### config.mk
export PLATFORM = sky130hd
export DESIGN_NAME = imem_loader
export DESIGN_NICKNAME = d
export VERILOG_FILES = /design/src/rtl/imem_loader.sv
export SDC_FILE = /design/constraint.sdc
export NUM_CORES = 1
export LEC_CHECK = 0
export ABC_CLOCK_PERIOD_IN_PS = 5800
export CAP_MARGIN = 20
export CORE_AREA = 2 2 96 121
export CTS_CLUSTER_SIZE = 16
export DETAILED_ROUTE_END_ITERATION = 12
export DIE_AREA = 0 0 98 123
export PLACE_DENSITY = 0.78
export SLEW_MARGIN = 10
export SYNTH_ARGS = -nofsm -noshare
export SYNTH_HDL_FRONTEND = slang
export SYNTH_SLANG_ARGS = --single-unit
### constraint.sdc
create_clock -name clock -period 5.8 [get_ports clock]
set_input_delay 1.16 -clock clock [delete_from_list [all_inputs] [get_ports clock]]
set_output_delay 1.16 -clock clock [all_outputs]
set_load 0.01 [all_outputs]
### src/rtl/imem_loader.sv
// ============================================================================
// Module      : imem_loader
// Description : UART (8N1) program loader framing big-endian 32-bit words into
//               instruction-memory writes; holds the CPU in reset while loading.
//               Define IMEM_LOADER_CHKSUM_EN to expect a trailing XOR checksum.
// Revision    : 1.0 - initial release
// ============================================================================
`default_nettype none

module imem_loader #(
  parameter int CLKS_PER_BIT = 434,
  parameter int ADDR_W       = 8
) (
  input  logic              clock,
  input  logic              reset,
  input  logic              rx,
  input  logic              start,
  output logic              wr_en,
  output logic [31:0]       wr_addr,
  output logic [31:0]       wr_data,
  output logic              cpu_hold,
  output logic              done,
  output logic [ADDR_W:0]   word_count,
  output logic              frame_err,
  output logic              chk_err
);

  localparam int                c_cnt_w = $clog2(CLKS_PER_BIT);
  localparam logic [c_cnt_w-1:0] c_half = c_cnt_w'(CLKS_PER_BIT / 2 - 1);
  localparam logic [c_cnt_w-1:0] c_full = c_cnt_w'(CLKS_PER_BIT - 1);
  localparam logic [7:0]         c_hdr  = 8'hA5;

  typedef enum logic [1:0] {
    RX_IDLE  = 2'd0,
    RX_START = 2'd1,
    RX_DATA  = 2'd2,
    RX_STOP  = 2'd3
  } rx_state_t;

  typedef enum logic [2:0] {
    ST_IDLE = 3'd0,
    ST_HDR  = 3'd1,
    ST_LEN  = 3'd2,
    ST_DATA = 3'd3,
`ifdef IMEM_LOADER_CHKSUM_EN
    ST_CHK  = 3'd4,
`endif
    ST_FIN  = 3'd5
  } ld_state_t;

  // ---------------- byte receiver ----------------
  logic               r_rx_meta, r_rx_sync;
  rx_state_t          r_rx_state, w_rx_state_next;
  logic [c_cnt_w-1:0] r_clk_cnt;
  logic [2:0]         r_bit_idx;
  logic [7:0]         r_rx_shift;
  logic [7:0]         r_rx_byte;
  logic               r_byte_valid;
  logic               r_frame_bad;
  logic               w_cnt_clr, w_shift, w_stop_ok, w_stop_bad;

  always_ff @(posedge clock or posedge reset) begin
    if (reset) begin
      r_rx_meta  <= 1'b1;
      r_rx_sync  <= 1'b1;
      r_rx_state <= RX_IDLE;
    end else begin
      r_rx_meta  <= rx;
      r_rx_sync  <= r_rx_meta;
      r_rx_state <= w_rx_state_next;
    end
  end

  always_comb begin
    w_rx_state_next = r_rx_state;
    w_cnt_clr       = 1'b0;
    w_shift         = 1'b0;
    w_stop_ok       = 1'b0;
    w_stop_bad      = 1'b0;
    case (r_rx_state)
      RX_IDLE: begin
        if (!r_rx_sync) begin
          w_rx_state_next = RX_START;
          w_cnt_clr       = 1'b1;
        end
      end
      RX_START: begin
        // a start bit that is high again at mid-bit was only a glitch
        if (r_clk_cnt == c_half) begin
          w_cnt_clr       = 1'b1;
          w_rx_state_next = r_rx_sync ? RX_IDLE : RX_DATA;
        end
      end
      RX_DATA: begin
        if (r_clk_cnt == c_full) begin
          w_cnt_clr = 1'b1;
          w_shift   = 1'b1;
          if (r_bit_idx == 3'd7) w_rx_state_next = RX_STOP;
        end
      end
      RX_STOP: begin
        if (r_clk_cnt == c_full) begin
          w_cnt_clr       = 1'b1;
          w_rx_state_next = RX_IDLE;
          w_stop_ok       = r_rx_sync;
          w_stop_bad      = !r_rx_sync;
        end
      end
      default: w_rx_state_next = RX_IDLE;
    endcase
  end

  always_ff @(posedge clock or posedge reset) begin
    if (reset) begin
      r_clk_cnt    <= '0;
      r_bit_idx    <= 3'd0;
      r_rx_shift   <= 8'd0;
      r_rx_byte    <= 8'd0;
      r_byte_valid <= 1'b0;
      r_frame_bad  <= 1'b0;
    end else begin
      r_clk_cnt    <= w_cnt_clr ? '0 : r_clk_cnt + 1'b1;
      r_byte_valid <= w_stop_ok;
      r_frame_bad  <= w_stop_bad;
      if (r_rx_state == RX_START) r_bit_idx <= 3'd0;
      else if (w_shift)           r_bit_idx <= r_bit_idx + 3'd1;
      if (w_shift)   r_rx_shift <= {r_rx_sync, r_rx_shift[7:1]};
      if (w_stop_ok) r_rx_byte  <= r_rx_shift;
    end
  end

  // ---------------- loader FSM ----------------
  ld_state_t          r_state, w_state_next;
  logic [23:0]        r_word;
  logic [1:0]         r_byte_idx;
  logic [7:0]         r_len;
  logic [7:0]         r_words_rx;
  logic [ADDR_W:0]    r_word_count;
  logic               r_wr_en, r_done, r_cpu_hold, r_frame_err;
  logic [31:0]        r_wr_addr, r_wr_data;
  logic               w_arm, w_take_len, w_take_data, w_word_done, w_finish;
`ifdef IMEM_LOADER_CHKSUM_EN
  logic [7:0]         r_xor;
  logic               r_chk_err;
  logic               w_fail_chk;
`endif

  always_ff @(posedge clock or posedge reset) begin
    if (reset) r_state <= ST_IDLE;
    else       r_state <= w_state_next;
  end

  always_comb begin
    w_state_next = r_state;
    w_arm        = 1'b0;
    w_take_len   = 1'b0;
    w_take_data  = 1'b0;
    w_word_done  = 1'b0;
    w_finish     = 1'b0;
`ifdef IMEM_LOADER_CHKSUM_EN
    w_fail_chk   = 1'b0;
`endif
    case (r_state)
      ST_IDLE: begin
        if (start) begin
          w_state_next = ST_HDR;
          w_arm        = 1'b1;
        end
      end
      ST_HDR: begin
        if (r_byte_valid && r_rx_byte == c_hdr) w_state_next = ST_LEN;
      end
      ST_LEN: begin
        if (r_byte_valid) begin
          w_take_len = 1'b1;
          if (r_rx_byte != 8'd0) begin
            w_state_next = ST_DATA;
          end else begin
`ifdef IMEM_LOADER_CHKSUM_EN
            w_state_next = ST_CHK;
`else
            w_state_next = ST_FIN;
            w_finish     = 1'b1;
`endif
          end
        end
      end
      ST_DATA: begin
        if (r_byte_valid) begin
          w_take_data = 1'b1;
          if (r_byte_idx == 2'd3) begin
            w_word_done = 1'b1;
            if (r_words_rx + 8'd1 == r_len) begin
`ifdef IMEM_LOADER_CHKSUM_EN
              w_state_next = ST_CHK;
`else
              w_state_next = ST_FIN;
              w_finish     = 1'b1;
`endif
            end
          end
        end
      end
`ifdef IMEM_LOADER_CHKSUM_EN
      ST_CHK: begin
        if (r_byte_valid) begin
          if (r_rx_byte == r_xor) begin
            w_state_next = ST_FIN;
            w_finish     = 1'b1;
          end else begin
            w_state_next = ST_IDLE;
            w_fail_chk   = 1'b1;
          end
        end
      end
`endif
      ST_FIN:  w_state_next = ST_IDLE;
      default: w_state_next = ST_IDLE;
    endcase
    // a bad stop bit aborts any load in progress; cpu_hold is left set
    if (r_frame_bad && r_state != ST_IDLE) w_state_next = ST_IDLE;
  end

  always_ff @(posedge clock or posedge reset) begin
    if (reset) begin
      r_word       <= 24'd0;
      r_byte_idx   <= 2'd0;
      r_len        <= 8'd0;
      r_words_rx   <= 8'd0;
      r_word_count <= '0;
      r_wr_en      <= 1'b0;
      r_wr_addr    <= 32'd0;
      r_wr_data    <= 32'd0;
      r_done       <= 1'b0;
      r_cpu_hold   <= 1'b0;
      r_frame_err  <= 1'b0;
`ifdef IMEM_LOADER_CHKSUM_EN
      r_xor        <= 8'd0;
      r_chk_err    <= 1'b0;
`endif
    end else begin
      r_wr_en <= 1'b0;
      r_done  <= 1'b0;
      if (r_frame_bad) r_frame_err <= 1'b1;
      if (w_arm) begin
        r_cpu_hold   <= 1'b1;
        r_word_count <= '0;
        r_frame_err  <= 1'b0;
        r_byte_idx   <= 2'd0;
        r_words_rx   <= 8'd0;
`ifdef IMEM_LOADER_CHKSUM_EN
        r_chk_err    <= 1'b0;
        r_xor        <= 8'd0;
`endif
      end
      if (w_take_len) begin
        r_len      <= r_rx_byte;
        r_byte_idx <= 2'd0;
        r_words_rx <= 8'd0;
      end
      if (w_take_data) begin
        r_word     <= {r_word[15:0], r_rx_byte};
        r_byte_idx <= r_byte_idx + 2'd1;
`ifdef IMEM_LOADER_CHKSUM_EN
        r_xor      <= r_xor ^ r_rx_byte;
`endif
      end
      if (w_word_done) begin
        r_words_rx <= r_words_rx + 8'd1;
        // words beyond the memory depth are consumed without a write
        if (!r_word_count[ADDR_W]) begin
          r_wr_en      <= 1'b1;
          r_wr_addr    <= 32'(r_word_count) << 2;
          r_wr_data    <= {r_word, r_rx_byte};
          r_word_count <= r_word_count + 1'b1;
        end
      end
      if (w_finish) begin
        r_done     <= 1'b1;
        r_cpu_hold <= 1'b0;
      end
`ifdef IMEM_LOADER_CHKSUM_EN
      if (w_fail_chk) r_chk_err <= 1'b1;
`endif
    end
  end

  assign wr_en      = r_wr_en;
  assign wr_addr    = r_wr_addr;
  assign wr_data    = r_wr_data;
  assign cpu_hold   = r_cpu_hold;
  assign done       = r_done;
  assign word_count = r_word_count;
  assign frame_err  = r_frame_err;
`ifdef IMEM_LOADER_CHKSUM_EN
  assign chk_err    = r_chk_err;
`else
  assign chk_err    = 1'b0;
`endif

endmodule

`default_nettype wire

# Word-level counts from Yosys, hierarchy flattened
# Index checks and enable logic that the tools add are counted.
[totals]
reg_bits = 132
in_bits = 4
out_inout_bits = 78
word_cells = 124
[classes]
addsub = 5
eq_ne = 23
mux = 58
bitwise_logic = 1
reduce_logical = 16
[ops]
columns = ["cell", "n"]
rows = [
  ["9-bit two-way mux", 4],
  ["3-bit two-way mux", 10],
  ["1-bit two-way mux", 28],
  ["8-bit two-way mux", 3],
  ["9-bit by 1-bit adder with 9-bit output (second input constant)", 2],
  ["2-bit two-way mux", 9],
  ["3-bit inequality test (second input constant)", 6],
  ["3-bit one-hot mux with 4 select lines", 1],
  ["2-bit inequality test (second input constant)", 5],
  ["9-bit by 8-bit equality test with 1-bit output (second input constant)", 1],
  ["9-bit equality test (second input constant)", 1],
  ["3-bit nonzero test", 3],
  ["8-bit by 1-bit adder with 8-bit output (second input constant)", 1],
  ["8-bit equality test", 1],
  ["8-bit equality test (second input constant)", 1],
  ["2-bit one-hot mux with 4 select lines", 1],
  ["8-bit nonzero test", 1],
  ["2-bit equality test (second input constant)", 3],
  ["3-bit by 2-bit equality test with 1-bit output (second input constant)", 2],
  ["6-bit AND reduction", 1],
  ["2-bit nonzero test", 3],
  ["5-bit AND reduction", 1],
  ["3-bit by 1-bit adder with 3-bit output (second input constant)", 1],
  ["3-bit by 1-bit equality test with 1-bit output (second input constant)", 1],
  ["other kinds (12)", 13],
]

# Longest topological paths before layout
# Gate-level depths: netlist (run 1).
[depth]
depth_word = 7
mapped_depth = 8

# Worst setup path after synthesis (run 1)
# OpenSTA, ideal clock, no wires.
[synth_timing]
path_kind = "input-to-reg"
startpoint = "input port start"
endpoint = "register r_words_rx[5]"
arrival_time_ns = 2.069
setup_slack_ns = 3.600
path_stages = 5
path_buffers = 0
path_cell_list = "or3b_1 nor2_2 nor3_2 o21ai_1 o41ai_1"
[synth_via]
elab_chain_len = 3
[synth_lines]
columns = ["item", "line", "source"]
rows = [
  ["from (decl)", "17", "input logic start,"],
  ["1-bit two-way mux", "165", "if (start) begin"],
  ["1-bit two-way mux", "163", "case (r_state)"],
  ["3-bit nonzero test (no source line)", "--", ""],
  ["to (signal assigned)", "269", "r_words_rx <= r_words_rx + 8'd1;"],
  ["to (decl)", "137", "logic [7:0] r_words_rx;"],
]
# No other way between the ends.
# A chain may end at the register's enable or synchronous reset.

# Final worst setup path (run 1)
[layout_timing]
startpoint = "register r_word_count[3] (netlist: word_count[3])"
endpoint = "output port word_count[3]"
[layout_lines]
columns = ["item", "line", "source"]
rows = [
  ["from (decl)", "138", "logic [ADDR_W:0] r_word_count;"],
  ["from (signal assigned)", "275", "r_word_count <= r_word_count + 1'b1;"],
  ["to (decl)", "23", "output logic [ADDR_W:0] word_count,"],
]
# No word-level cell between the ends.

==> results of run 1 <==
-- metal layers --
| layer | vias up | share of wire (%) | global-route usage [%] |
|---|---|---|---|
| met4 | 0 | 1.0 | 5.90 |
| met5 | - | 0 | 0 |
| met3 | 12 | 3.7 | 4.97 |
| met1 | 1934 | 42 | 23.3 |
| li1 | 1787 | - | - |
| met2 | 92 | 54 | 34.2 |
-- layout by cell type (no fill, tap or decap), drive strengths merged, types with 4 or more instances in the layout --
cell type | Yosys | final
o41ai | 4 | 4
nand4 | 6 | 6
nand2 | 89 | 89
inv | 9 | 9
clkbuf | 4 | 27
and3 | 4 | 4
clkdlybuf4s50 | 0 | 56
xor2 | 12 | 12
a31oi | 5 | 5
nor2 | 29 | 29
conb | 1 | 25
nor3 | 9 | 9
mux2 | 69 | 69
xnor2 | 5 | 5
nand3 | 13 | 13
dfrtp | 130 | 130
o21ai | 15 | 15
ha | 8 | 8
a21oi | 8 | 8
-- worst paths after layout --
check,startpoint,endpoint,slack [ns]
max,word_count[3]$_DFF_PP0_,word_count[3],3.21
min,r_rx_meta$_DFF_PP1_,r_rx_sync$_DFF_PP1_,0.35
max reg2reg,r_state[0]$_DFFE_PP0P_,r_words_rx[7]$_DFFE_PP0P_,3.29
min reg2reg,r_rx_meta$_DFF_PP1_,r_rx_sync$_DFF_PP1_,0.35
max in group asynchronous,reset,r_word[3]$_DFFE_PP0P_,3.48
min in group asynchronous,reset,wr_data[4]$_DFFE_PP0P_,1.28
-- flip-flops by register name, indices dropped and copies added (netlist names), 2 cells and up, named ones only --
name	cells
r_clk_cnt	9
r_rx_byte	8
wr_addr	8
r_words_rx	8
r_rx_shift	8
r_byte_idx	2
r_state	3
wr_data	32
r_bit_idx	3
word_count	9
r_len	8
r_word	24
-- layout make-up --
| type | count | area, um^2 |
|---|---|---|
| fillers | 814 | 3970 |
| flip-flops and latches | 132 | 3310 |
| multi-input cells | 339 | 2280 |
| repair buffers | 59 | 583 |
| clock buffers | 27 | 493 |
| well taps | 135 | 169 |
| clock inverters | 5 | 77.6 |
| inverters | 9 | 38.8 |
-- logic make-up after synthesis --
logic type                 count (synthesis)  share of synthesized area, %
AOI/OAI and AO/OA                         46                          5.13
xor gates and xnor gates                  17                          2.56
adders and majority gates                  8                          1.72
buffers and inverters                     53                          5.43
DFF                                      132                          56.9
muxes                                     72                          13.9
other                                      1                        0.0646
and+or+nand+nor                          171                          14.2
-- per-stage QoR --
step / utilization (%) / hold slack (ns) / cells
3_3_place_gp: 58.4 / 0.347 / 674
2_1_floorplan: - / 0.345 / 524
6_report: 63.6 / 0.354 / 706
5_1_grt: 63.6 / 0.361 / 706
4_1_cts: 63.6 / 0.355 / 706
3_5_place_dp: 58.4 / 0.347 / 674
-- power breakdown --
| part | internal (uW) | switching, uW | leakage [uW] |
|---|---|---|---|
| sequential | 924 | 2.08 | 0.00175 |
| clock | 666 | 357 | 0.000276 |
| combinational | 4.87 | 26.1 | 0.00132 |
| total | 1590 | 385 | 0.00335 |
==> impl_summary.log, run 1 <==
[metrics] outcome: completed
[metrics] die outline area: 12100 um^2
[metrics] total CTS buffers: 17
[metrics] fraction of the yosys area taken by sequential cells: 56.9%
[metrics] Placer Congestion: 0.852
[metrics] crit path buf inv count: 1
[metrics] synthesized instance count: 500
[metrics] # resized after CTS: 0
[metrics] count of boundary I/O pins: 82
[metrics] Pwr per Cell Area: 285 nW/um^2
[metrics] pre-CTS setup slack: 2.77 ns
[metrics] Overall Global Routing Usage: 19.3%
[metrics] final-report setup violation count: 0
[metrics] cell with the most instances after synthesis: dfrtp_1
[metrics] worst setup slack after layout: 3.21 ns
[metrics] worst min-delay path class: register to register
[metrics] number of storage elements in the synthesis netlist: 132
[metrics] RSZ-0062 raised after global routing: no
[metrics] delay-heaviest family, CP: buffers and inverters
[metrics] die height: 123 um
[metrics] TritonCTS clock tree: built
[metrics] CTS Hold Bufs: 0
[metrics] top post-synthesis cells by count: 130 x dfrtp_1, 89 x nand2_1, 59 x mux2_2, 28 x nor2_1, 27 x buf_4
[metrics] global route total overflow: 0
[metrics] number of warnings printed during yosys synthesis: 0
[metrics] drt drc: 0
[metrics] final critical-path share of the clock period: 44.6%
[metrics] drt total wl: 10900 um
[metrics] arrival time worst endpoint: 1.43 ns
[metrics] Slowest Stage Delay on Critical Path: 0.58 ns
[metrics] global-route wire length before repair: 18700 um
[metrics] area of the mapped netlist: 5810 um^2
[metrics] fraction of final layout cells sized beyond drive strength 1: 17.3%
[metrics] clk_skew: 0.00784 ns
[metrics] count of input and output buffers: 56
[metrics] portion of synthesized cell area occupied by the leading cell type: 56.0%
[metrics] chip width: 98 um
[metrics] stages on the worst setup path: 1
[metrics] row count: 43
[metrics] per-cell routed wire length: 15.5 um
[metrics] critical setup path kind: register to primary output
[metrics] total negative setup slack: 0 ns
[metrics] antenna diode instance count: 0
[metrics] biggest area contributors in the synthesized netlist: dfrtp_1 56%, mux2_2 11%, nand2_1 5.8%
[metrics] critical path endpoint category: primary output
[metrics] maximum number of pins on one net before global-route repair: 94
[metrics] DRT Pass-1 Iters: 5
[metrics] Layout area overhead: 19.7%
[metrics] vias in the first global route: 3863
[metrics] initial antenna violation count: 0
[metrics] initial core utilization: 53.2%
[metrics] # Max-Cap Violations: 0
[metrics] critical path startpoint category: register
[metrics] Final Max Tran Viols: 0
[metrics] Layout Nets: 570
[metrics] post-CTS setup repair buffer count: 0
[metrics] number of vias per cell after detailed routing: 5.42
[metrics] worst-case headroom to the max-slew limit: 35.4%
[metrics] average instance area after synthesis: 11.6 um^2
[metrics] peak supply drop: 0.000166 V
[metrics] path depth of the worst reg2reg path: 3
[metrics] series of cell instances along the critical path: clkdlybuf4s50_1
[metrics] Min-Delay Path Depth: 0
[metrics] Design Area, Final: 6950 um^2
[metrics] number of different library cells in the post-synthesis netlist: 54
[metrics] root buf cell: clkbuf_16
[metrics] master of the slowest instance on the critical path: clkdlybuf4s50_1
[metrics] Peak Freq: 387 MHz
[metrics] Leak Pwr: 0.00335 uW
[metrics] TritonCTS Sinks: 132
[metrics] number of enable flip-flop cells after synthesis: 0
[metrics] DRT iter0 DRCs: 169
[metrics] total count of hold-check failures in the final report: 0
[metrics] area of the core region: 10900 um^2
[metrics] ys flop type: dfrtp_1
[metrics] count of H-tree levels built during CTS: 4
[metrics] post-synthesis async set-or-reset flop share: 100%
[metrics] cell type with the highest aggregate area in the netlist: dfrtp_1
[metrics] Routed Antenna Nets: 0
[metrics] Worst Path Required: 4.64 ns
[metrics] clock slew at the register clock pins of the worst setup and hold paths: 0.05 ns
[metrics] Worst-Margin Slew: 0.969 ns
[metrics] largest buffer count on any clock path: 2
[metrics] via count: 3825
[metrics] clock network latency to the later pin of the worst-skew pair: 0.40 ns
[metrics] overall power of the completed layout: 1980 uW
[metrics] CP max FO: 6
[metrics] final critical path time including I/O delays and setup: 2.59 ns
[metrics] DP HPWL: 7350 um
[metrics] post-place instance area: 6370 um^2
Note: power is estimated with default switching activity, not from simulation.
==> inputs of run 2 (changes only) <==
ABC_CLOCK_PERIOD_IN_PS = 2100   (was 5800)
CORE_AREA = 2 2 101 127   (was 2 2 96 121)
DIE_AREA = 0 0 103 129   (was 0 0 98 123)
PLACE_DENSITY = 0.74   (was 0.78)
clock period = 2.1 ns   (was 5.8 ns; I/O delays follow)
==> impl_summary.log, run 2 (synthesized netlist as in run 1, its figures left out) <==
[metrics] drt total wl: 11300 um
[metrics] clock slew at the register clock pins of the worst setup and hold paths: 0.05 ns
[metrics] count of input and output buffers: 56
[metrics] TritonCTS Sinks: 132
[metrics] # resized after CTS: 1
[metrics] number of vias per cell after detailed routing: 5.15
[metrics] total CTS buffers: 17
[metrics] area of the core region: 12000 um^2
[metrics] critical path endpoint category: register
[metrics] RSZ-0062 raised after global routing: no
[metrics] global-route wire length before repair: 18700 um
[metrics] post-CTS setup repair buffer count: 0
[metrics] clk_skew: 0.00935 ns
[metrics] launch point of the worst path: r_words_rx[1]$_DFFE_PP0P_
[metrics] final-report setup violation count: 0
[metrics] most common cell after layout, fill and taps aside: dfrtp_1
[metrics] DRT iter0 DRCs: 158
[metrics] clock network latency to the later pin of the worst-skew pair: 0.41 ns
[metrics] CTS Hold Bufs: 0
[metrics] antenna diode instance count: 0
[metrics] post-place instance area: 6520 um^2
[metrics] critical path startpoint category: register
[metrics] Layout Nets: 579
[metrics] DRT Pass-1 Iters: 4
[metrics] Final Max Tran Viols: 0
[metrics] Worst Path Required: 2.40 ns
[metrics] # Max-Cap Violations: 0
[metrics] Overall Global Routing Usage: 18.3%
[metrics] fraction of final layout cells sized beyond drive strength 1: 20.0%
[metrics] arrival time worst endpoint: 2.29 ns
[metrics] total negative setup slack: 0 ns
[metrics] die height: 129 um
[metrics] Multi-input gate area: 2290 um^2
[metrics] chip width: 103 um
[metrics] initial core utilization: 48.2%
[metrics] maximum number of pins on one net before global-route repair: 78
[metrics] Worst-Margin Slew: 0.521 ns
[metrics] worst min-delay path class: register to register
[metrics] count of H-tree levels built during CTS: 4
[metrics] TritonCTS clock tree: built
[metrics] Design Area, Final: 7140 um^2
[metrics] die outline area: 13300 um^2
[metrics] commonest cells after routing, fill and taps aside: 130 x dfrtp_1, 89 x nand2_1, 59 x mux2_2
[metrics] Peak Freq: 503 MHz
[metrics] total count of hold-check failures in the final report: 0
[metrics] Largest register FFs: 32
[metrics] worst-case headroom to the max-slew limit: 65.2%
[metrics] peak supply drop: 0.000554 V
[metrics] Leak Pwr: 0.00342 uW
[metrics] root buf cell: clkbuf_16
[metrics] Pwr per Cell Area: 793 nW/um^2
[metrics] outcome: completed
[metrics] DP HPWL: 7320 um
[metrics] Placer Congestion: 0.875
[metrics] via count: 3828
[metrics] critical setup path kind: register to register
[metrics] global route total overflow: 0
[metrics] filler cell count: 992
[metrics] R2R Path Start: r_words_rx[1]$_DFFE_PP0P_
[metrics] final critical path time including I/O delays and setup: 1.99 ns
[metrics] CP max FO: 6
[metrics] FF+latch area: 3310 um^2
[metrics] largest buffer count on any clock path: 2
[metrics] Worst Min Path Start: r_rx_meta$_DFF_PP1_
[metrics] row count: 45
[metrics] per-cell routed wire length: 15.1 um
[metrics] initial antenna violation count: 0
[metrics] final critical-path share of the clock period: 94.7%
[metrics] count of boundary I/O pins: 82
[metrics] vias in the first global route: 3871
[metrics] Routed Antenna Nets: 0
[metrics] drt drc: 0
[metrics] Layout area overhead: 23.0%
[run 2: stage by stage]
stage	hold slack [ns]	utilization [%]	power, uW	setup slack, ns	instances
global route	0.362	59.3	5860	0.00976	744
CTS	0.360	59.2	5730	0.0277	744
detailed placement	0.350	54.1	2700	0.0464	712
floorplan	0.345	-	2700	0.0444	524
global placement	0.349	54.1	2700	0.148	712
finish	0.356	59.3	5670	0.112	744
[run 2: routing by layer]
metal,routed length [um],GRT usage [%],vias up
met4,258,8.98,0
met2,5820,29.3,119
met5,0,0,-
li1,-,-,1800
met1,4710,22.8,1885
met3,470,4.83,24
[run 2: critical path, cell delays in order, from the launching register on]
cell     delay [ns]
dfrtp_1        0.41
ha_2           0.28
nand3_2        0.14
nor3b_2        0.23
o22ai_1        0.11
o41a_1         0.42
o32a_1         0.29
[run 2: power breakdown]
group / switching (uW) / internal [uW]
Combinational: 73.2 / 19.9
Sequential: 6.36 / 2550
Clock: 1030 / 1980
[run 2: final timing paths]
check	to	slack [ns]	depth (start not counted)
worst max-delay path	cpu_hold$_DFFE_PP0P_	0.11	6
worst min-delay path	r_rx_sync$_DFF_PP1_	0.36	0
worst max register to register	cpu_hold$_DFFE_PP0P_	0.11	6
worst min register to register	r_rx_sync$_DFF_PP1_	0.36	0
max in group asynchronous	wr_data[11]$_DFFE_PP0P_	1.27	3
min in group asynchronous	wr_data[6]$_DFFE_PP0P_	0.46	3
[run 2: final cells by class]
| type | count | share of cell area [%] |
|---|---|---|
| well taps | 164 | 2.87 |
| repair buffers | 68 | 9.63 |
| flip-flops and latches | 132 | 46.3 |
| clock buffers | 23 | 6.83 |
| clock inverters | 9 | 1.75 |
| multi-input cells | 339 | 32.1 |
| inverters | 9 | 0.525 |
==> inputs of run 3 (changes only) <==
ABC_AREA = 1   (was unset)
CELL_PAD_IN_SITES_DETAIL_PLACEMENT = 1   (was unset)
CELL_PAD_IN_SITES_GLOBAL_PLACEMENT = 1   (was unset)
CORE_AREA = 2 2 140 176   (was 2 2 101 127)
DIE_AREA = 0 0 142 178   (was 0 0 103 129)
PLACE_DENSITY = unset   (was 0.74)
PLACE_DENSITY_LB_ADDON = 0.1   (was unset)
==> impl_summary.log, run 3 <==
[metrics] top post-synthesis cells by count: 182 x nand2_1, 130 x dfrtp_1, 83 x inv_1, 63 x o21ai_0, 28 x o21ai_1
[metrics] post-place instance area: 6830 um^2
[metrics] outcome: completed
[metrics] CTS Hold Bufs: 0
[metrics] number of warnings printed during yosys synthesis: 0
[metrics] Layout area overhead: 28.9%
[metrics] clock slew at the register clock pins of the worst setup and hold paths: 0.06 ns
[metrics] drt total wl: 14900 um
[metrics] global route total overflow: 0
[metrics] cell type with the highest aggregate area in the netlist: dfrtp_1
[metrics] series of cell instances along the critical path: clkdlybuf4s50_1
[metrics] number of different library cells in the post-synthesis netlist: 41
[metrics] delay-heaviest family, CP: buffers and inverters
[metrics] critical path startpoint category: register
[metrics] critical setup path kind: register to primary output
[metrics] via count: 4434
[metrics] clock network latency to the later pin of the worst-skew pair: 0.42 ns
[metrics] drt drc: 0
[metrics] Routed Antenna Nets: 0
[metrics] critical path endpoint category: primary output
[metrics] ys flop type: dfrtp_1
[metrics] number of storage elements in the synthesis netlist: 132
[metrics] number of enable flip-flop cells after synthesis: 0
[metrics] commonest cells after routing, fill and taps aside: 181 x nand2_1, 130 x dfrtp_1, 82 x inv_1
[metrics] Slowest Stage Delay on Critical Path: 0.59 ns
[metrics] Peak Freq: 528 MHz
[metrics] WL met2: 7650 um
[metrics] final critical-path share of the clock period: 90.2%
[metrics] worst min-delay path class: primary input to asynchronous set/reset pin
[metrics] Worst Path Required: 1.68 ns
[metrics] Leak Pwr: 0.00350 uW
[metrics] final-report setup violation count: 0
[metrics] CP max FO: 7
[metrics] final critical path time including I/O delays and setup: 1.90 ns
[metrics] Largest register FFs: 32
[metrics] die height: 178 um
[metrics] per-cell routed wire length: 14.2 um
[metrics] initial core utilization: 24.7%
[metrics] master of the slowest instance on the critical path: clkdlybuf4s50_1
[metrics] count of H-tree levels built during CTS: 4
[metrics] total count of hold-check failures in the final report: 0
[metrics] FF+latch area: 3310 um^2
[metrics] RSZ-0062 raised after global routing: no
[metrics] maximum number of pins on one net before global-route repair: 51
[metrics] cell with the most instances after synthesis: nand2_1
[metrics] filler cell count: 2735
[metrics] uppermost layer routed: met4
[metrics] Multi-input gate area: 2040 um^2
[metrics] Layout Nets: 751
[metrics] Pwr per Cell Area: 790 nW/um^2
[metrics] area of the mapped netlist: 5830 um^2
[metrics] area of the core region: 23600 um^2
[metrics] largest buffer count on any clock path: 2
[metrics] peak supply drop: 0.000562 V
[metrics] crit path buf inv count: 1
[metrics] met1 WL: 6670 um
[metrics] Design Area, Final: 7510 um^2
[metrics] portion of synthesized cell area occupied by the leading cell type: 55.8%
[metrics] count of boundary I/O pins: 82
[metrics] TritonCTS clock tree: built
[metrics] path depth of the worst reg2reg path: 8
[metrics] Final Max Tran Viols: 0
[metrics] most common cell after layout, fill and taps aside: nand2_1
[metrics] biggest area contributors in the synthesized netlist: dfrtp_1 56%, nand2_1 12%, o21ai_0 5.4%
[metrics] chip width: 142 um
[metrics] stages on the worst setup path: 1
[metrics] die outline area: 25300 um^2
[metrics] # Max-Cap Violations: 0
[metrics] DRT iter0 DRCs: 106
[metrics] fraction of final layout cells sized beyond drive strength 1: 9.97%
[metrics] antenna diode instance count: 0
[metrics] row count: 63
[metrics] met3 wire len: 415 um
[metrics] overall power of the completed layout: 5930 uW
[metrics] TritonCTS Sinks: 132
[metrics] post-synthesis async set-or-reset flop share: 100%
[metrics] synthesized instance count: 659
[metrics] Placer Congestion: 0.770
[metrics] initial antenna violation count: 0
[metrics] average instance area after synthesis: 8.84 um^2
[metrics] clk_skew: 0.00924 ns
[metrics] DP HPWL: 10900 um
[metrics] total negative setup slack: 0 ns
[metrics] vias in the first global route: 5027
[metrics] arrival time worst endpoint: 1.48 ns
[metrics] fraction of the yosys area taken by sequential cells: 56.7%
[metrics] global-route wire length before repair: 25400 um
[metrics] total CTS buffers: 17
[metrics] count of input and output buffers: 56
[metrics] root buf cell: clkbuf_16
[metrics] DRT Pass-1 Iters: 4
[metrics] number of vias per cell after detailed routing: 4.25
[metrics] Overall Global Routing Usage: 12.8%
## run 3: final cells by class
type	count	share of cell area (%)
clock buffer	17	5.67
clock inverter	15	2.90
inverter	85	4.30
multi-input combinational	423	27.2
sequential	132	44.0
tap	292	4.87
timing repair buffer	80	11.0
## run 3: through the flow
step	worst slack, ns	hold WS, ns	util (%)	instances
3_5_place_dp	0.163	0.350	29.0	1011
5_1_grt	0.0119	0.348	31.9	1044
2_1_floorplan	0.0444	0.345	-	683
6_report	0.205	0.337	31.9	1044
3_3_place_gp	0.206	0.349	29.0	1011
4_1_cts	0.124	0.324	31.7	1043
## run 3: power breakdown
| group | total, uW | internal (uW) | switching (uW) |
|---|---|---|---|
| combinational | 117 | 35.1 | 81.8 |
| sequential | 2550 | 2550 | 1.16 |
| clock | 3260 | 2020 | 1240 |
| total | 5930 | 4600 | 1320 |
## run 3: final timing paths
| path | from | to | slack (ns) |
|---|---|---|---|
| max | word_count[4]$_DFF_PP0_ | word_count[4] | 0.20 |
| min | reset | asynchronous set/reset pin | 0.34 |
| max reg2reg | r_state[0]$_DFFE_PP0P_ | word_count[8]$_DFF_PP0_ | 0.22 |
| min reg2reg | r_rx_meta$_DFF_PP1_ | r_rx_sync$_DFF_PP1_ | 0.36 |
| max in group asynchronous | reset | r_word[23]$_DFFE_PP0P_ | 1.13 |
| min in group clock | r_rx_meta$_DFF_PP1_ | r_rx_sync$_DFF_PP1_ | 0.36 |
## run 3: cell families after synthesis
family	after synthesis	synth area share, %
compound gates	112	10.4
flops	132	56.7
mux	2	0.344
buf+inv	128	10.1
simple gates	273	20.1
xor+xnor	3	0.451
other cells	1	0.0644
fa+ha+maj	8	1.72
## run 3: per-layer routing
layer | vias to the layer above | track usage [%]
li1 | 2225 | -
met4 | 0 | 3.88
met2 | 66 | 23.0
met3 | 7 | 3.30
met1 | 2136 | 14.9
met5 | - | 0
## run 3: timing repair
action / 4_1_cts / 5_1_grt
setup endpoints to repair: 0 / 4
gates resized for setup: 0 / 7
buffers inserted: 0 / 1
